<file path="src/rtl/dec_scan_sel.sv">
// dec_scan_sel: registered SEL_W-to-2^SEL_W one-hot decoder with two modes.
//   direct (mode = 0): decodes a select code taken over a valid/ready handshake
//   scan   (mode = 1): steps through every output, SCAN_DIV cycles per index,
//                      and pulses wrap when the index returns to 0
// Build option: define DEC_ACTIVE_LOW_EN for a one-cold output.
// In that build the inactive pattern, including the reset value, is all ones.
module dec_scan_sel #(
  parameter int SEL_W    = 3,
  parameter int SCAN_DIV = 4
) (
  input  logic                  clk,
  input  logic                  rst_n,
  input  logic                  mode,
  input  logic                  en,
  input  logic                  in_valid,
  output logic                  in_ready,
  input  logic [SEL_W-1:0]      in_sel,
  output logic [(2**SEL_W)-1:0] out,
  output logic                  out_valid,
  output logic [SEL_W-1:0]      sel_out,
  output logic                  wrap
);

  localparam int OUT_W = 2 ** SEL_W;
  localparam int DIV_W = (SCAN_DIV > 1) ? $clog2(SCAN_DIV) : 1;

  localparam logic [DIV_W-1:0] DIV_LAST = DIV_W'(SCAN_DIV - 1);
  localparam logic [SEL_W-1:0] IDX_LAST = SEL_W'(OUT_W - 1);

`ifdef DEC_ACTIVE_LOW_EN
  localparam logic [OUT_W-1:0] INACTIVE = '1;
`else
  localparam logic [OUT_W-1:0] INACTIVE = '0;
`endif

  typedef enum logic [1:0] {
    IDLE = 2'd0,
    HOLD = 2'd1,
    SCAN = 2'd2
  } state_t;

  state_t           state;
  logic [DIV_W-1:0] div;

  logic [SEL_W-1:0] nxt_idx;
  logic [DIV_W-1:0] nxt_div;
  logic             nxt_valid;
  logic             nxt_wrap;

  // Decode an index into the output polarity of this build.
  function automatic logic [OUT_W-1:0] decode(input logic [SEL_W-1:0] s);
    logic [OUT_W-1:0] onehot;
    onehot    = '0;
    onehot[s] = 1'b1;
    return onehot ^ INACTIVE;
  endfunction

  // A code can be taken whenever the block is not scanning.
  assign in_ready = ~mode;

  // Next index, divider, valid and wrap values.
  // The output register decodes these, so out, sel_out and wrap stay aligned.
  always_comb begin
    // NOTE: every signal gets a default before the branches.
    // A path that leaves one unassigned would infer a latch.
    nxt_idx   = sel_out;
    nxt_div   = div;
    nxt_valid = out_valid;
    nxt_wrap  = 1'b0;
    if (mode) begin
      if (state != SCAN) begin
        nxt_idx   = '0;
        nxt_div   = '0;
        nxt_valid = 1'b1;
      end else if (div == DIV_LAST) begin
        nxt_div  = '0;
        nxt_idx  = SEL_W'(sel_out + 1'b1);
        nxt_wrap = (sel_out == IDX_LAST);
      end else begin
        nxt_div = DIV_W'(div + 1'b1);
      end
    end else if (in_valid) begin
      nxt_idx   = in_sel;
      nxt_div   = '0;
      nxt_valid = 1'b1;
    end else if (state == SCAN) begin
      nxt_div   = '0;
      nxt_valid = 1'b0;
    end
  end

  // State register and all registered outputs.
  // The en gate acts only on the out register.
  always_ff @(posedge clk or negedge rst_n) begin
    if (!rst_n) begin
      state     <= IDLE;
      div       <= '0;
      sel_out   <= '0;
      out_valid <= 1'b0;
      wrap      <= 1'b0;
      out       <= INACTIVE;
    end else begin
      // NOTE: sequential state uses non-blocking assignments.
      // Every register then samples values from before the edge,
      // whatever order these statements are written in.
      if (mode)
        state <= SCAN;
      else if (in_valid)
        state <= HOLD;
      else if (state == SCAN)
        state <= IDLE;

      div       <= nxt_div;
      sel_out   <= nxt_idx;
      out_valid <= nxt_valid;
      wrap      <= nxt_wrap;
      out       <= (nxt_valid && en) ? decode(nxt_idx) : INACTIVE;
    end
  end

endmodule

</file>
<file path="config.mk">
export PLATFORM = sky130hd
export DESIGN_NAME = dec_scan_sel
export DESIGN_NICKNAME = d
export VERILOG_FILES = /design/src/rtl/dec_scan_sel.sv
export SDC_FILE = /design/constraint.sdc
export NUM_CORES = 1
export LEC_CHECK = 0
export ABC_AREA = 1
export CELL_PAD_IN_SITES_DETAIL_PLACEMENT = 1
export CELL_PAD_IN_SITES_GLOBAL_PLACEMENT = 1
export CORE_UTILIZATION = 38
export CTS_BUF_LIST = sky130_fd_sc_hd__clkbuf_4 sky130_fd_sc_hd__clkbuf_8
export DETAILED_ROUTE_END_ITERATION = 12
export HOLD_SLACK_MARGIN = 0.12
export PLACE_DENSITY = 0.89
export SYNTH_ARGS = -nofsm -noshare
export SYNTH_HDL_FRONTEND = slang
export SYNTH_SLANG_ARGS = --single-unit
</file>
<file path="constraint.sdc">
create_clock -name clk -period 4.2 [get_ports clk]
set_clock_uncertainty 0.15 [all_clocks]
set_input_delay 1.26 -clock clk [delete_from_list [all_inputs] [get_ports clk]]
set_output_delay 1.26 -clock clk [all_outputs]
set_load 0.01 [all_outputs]
</file>
==> impl_metrics.py <==
metrics = {
    "yosys": {
        "synthesis.nets": 108,
        "synth_seq_cells": 17,
        "netlist_area_um2": 808,
        "yosys-top-cells-area": "dfrtp_1 (53%), nand2_1 (16%), nand2_2 (6.2%)",
        "synth_largest_area_cell": "dfrtp_1",
        "synth_top_area_frac": 0.526,
        "syn_inst": 97,
        "syn_area_per_cell_um2": 8.33,
        "seq_area_frac_synth": 0.526,
        "yosys_warnings": 0,
        "synth.distinct_cells": 14,
    },
    "global_routing": {
        "grt_pass1_wl_mm": 3.11,
        "grt_overflow": 0,
        "track_usage": 0.202,
        "grt_pass1_vias": 715,
        "antenna_found_initial": 0,
        "grt_max_degree": 18,
    },
    "pwr": {
        "power_leakage_nw": 0.536,
        "swShare": 0.286,
        "p_per_area_nw_per_um2": 305,
        "power_frac_clock": 0.273,
        "p_comb_frac": 0.187,
        "peakVddDrop_mv": 0.179,
        "p_int_mw": 0.234,
        "p_seq_frac": 0.540,
        "p_sw_mw": 0.0936,
    },
    "clocking": {
        "cts_max_path_buffers": 2,
        "root_buffer": "clkbuf_4",
        "clock_latency_ps": 290,
        "cts_hold_buf": 0,
        "cts_sinks": 17,
        "cts_setup_buffers": 0,
        "cts_resized": 0,
        "path_clk_slew_ps": 100,
        "cts-buffers-inserted": 3,
        "cts_tree": "yes",
        "htreeDepth": 1,
    },
    "worst_setup_path": {
        "start_kind": "input port",
        "required_ps": 2790,
        "crit_family": "buffers and inverters",
        "path_cells": "clkdlybuf4s50_1 -> inv_2 -> clkdlybuf4s50_1",
        "criticalPathCategory": "in -> out",
        "cp.arrival_ps": 2510,
        "crit_path_max_fanout": 8,
        "critical_path.max_stage_delay_ps": 580,
        "end_kind": "output pin",
        "cp_slowest_cell": "clkdlybuf4s50_1",
        "path_common_cell": "clkdlybuf4s50_1",
        "path_buf_inv": 3,
    },
    "timing": {
        "slew-limit-headroom": 0.482,
        "finalSetupViolCount": 0,
        "tightest_slew_ps": 774,
        "period_minus_slack_ps": 3920,
        "final-hold-violation-count": 0,
        "rsz0062_at_grt": "no",
        "fin_crit_sh": 0.934,
        "maxSlewViolCount": 0,
        "clock.fmax_ghz": 0.255,
        "setup_tns_ps": 0,
    },
    "floorplan": {
        "core-area_um2": 1980,
        "dieArea_um2": 2320,
        "dieHeight_um": 48.1,
        "die_w_um": 48.1,
        "rows": 16,
        "start_util": 0.408,
        "boundaryPins": 22,
    },
    "cells_and_area": {
        "layout.nets": 133,
        "drive_above_1_share": 0.124,
        "postLayoutCoreUtil": 0.542,
        "diodes": 0,
        "syn2layout_area_growth_pct": 33.0,
    },
    "drt": {
        "num_vias": 693,
        "avgRoutedWirePerCell_um": 12.8,
        "vias_per_cell": 4.68,
        "dr.pass1.iters": 2,
        "drc": 0,
        "routed_wl_mm": 1.89,
        "ant_nets": 0,
        "drtIter0Drc": 3,
    },
    "place": {
        "hpwl_mm": 1.47,
        "port_buffers": 21,
        "place_congestion": 0.739,
    },
    "status": {
        "status": "completed",
    },
    "job": {
        "drv_cap": 0,
    },
    "min_path": {
        "hp-class": "reg -> reg",
    },
}
-- power groups by stage --
stage | logic [mW] | clock network [mW] | registers, mW
3_3_place_gp | 0.0588 | 0 | 0.180
2_1_floorplan | 0.0288 | 0 | 0.182
5_1_grt | 0.0683 | 0.0993 | 0.178
3_5_place_dp | 0.0612 | 0 | 0.180
6_report | 0.0611 | 0.0894 | 0.177
4_1_cts | 0.0619 | 0.0908 | 0.177
-- layer usage --
metal	global-route usage	wire [um]	up-vias
met1	0.237	854	328
met2	0.341	938	17
met5	0	0	-
met3	0.0444	45	6
li1	-	-	342
met4	0.117	50	0
-- worst reg2reg max path, stage by stage, from the launching register on --
cell	delay (ps)
dfrtp_1	450
ha_1	220
ha_1	290
inv_1	60
nand2_1	50
nand2_1	80
nor2_1	40
nor2_1	120
nand2_1	100
nor2_1	110
-- logic make-up (layout without fill, tap and decap cells) --
group,Yosys count,count (layout),synth area share
adder cells (fa/ha/maj),3,3,0.0464
AO/OA/AOI/OAI,4,4,0.0449
flip-flops,17,17,0.526
buffers and inverters,12,36,0.0573
AND/OR/NAND/NOR,61,61,0.325
-- cell type report --
| cell class | instances | area, um^2 |
|---|---|---|
| Fill cell | 243 | 907 |
| Sequential cell | 17 | 425 |
| Multi-Input combinational cell | 68 | 337 |
| Timing Repair Buffer | 21 | 210 |
| Inverter | 11 | 41.3 |
| Tap cell | 27 | 33.8 |
| Clock buffer | 3 | 22.5 |
| Clock inverter | 1 | 5.00 |
-- through the flow --
step                      cells  power, mW  area (um^2)  setup WS, ps  hold slack [ps]
after floorplan              97      0.211          808          1400              310
final                       148      0.328         1070           279              357
after global placement      144      0.238         1050           322              332
after CTS                   148      0.330         1070           275              358
after detailed placement    144      0.242         1050           278              342
after global routing        148      0.346         1070           230              390
-- registers in the layout, indices dropped and copies added (netlist names) --
register   count
state          2
out_valid      1
out            8
sel_out        3
div            2
wrap           1
-- layout by cell type, fill, tap and decap left out, drive strengths merged --
cell type	n
a21boi	1
a21oi	1
clkbuf	3
clkdlybuf4s50	21
clkinv	1
dfrtp	17
ha	3
inv	11
nand2	43
nand3	5
nor2	13
o21ai	1
o31ai	1
-- synthesized netlist by cell type --
library cell  instances
inv_2                 1
o31ai_1               1
nor2_4                1
nand2_1              35
o21ai_0               1
nand2_2               8
ha_1                  3
a21boi_4              1
buf_2                 1
dfrtp_1              17
inv_1                10
nand3_1               5
a21oi_1               1
nor2_1               12
-- final timing paths --
check	cells after the start	endpoint	slack, ps	startpoint
setup / recovery	3	in_ready	280	mode
hold / removal	1	div[0]$_DFFE_PN0P_	360	div[0]$_DFFE_PN0P_
setup reg to reg	9	out[2]$_DFF_PN0_	2480	sel_out[0]$_DFF_PN0_
hold reg to reg	1	div[0]$_DFFE_PN0P_	360	div[0]$_DFFE_PN0P_
max in group asynchronous	1	div[1]$_DFFE_PN0P_	2160	rst_n
min in group asynchronous	1	out[6]$_DFF_PN0_	1260	rst_n
Power figures use the tool's default switching activity.
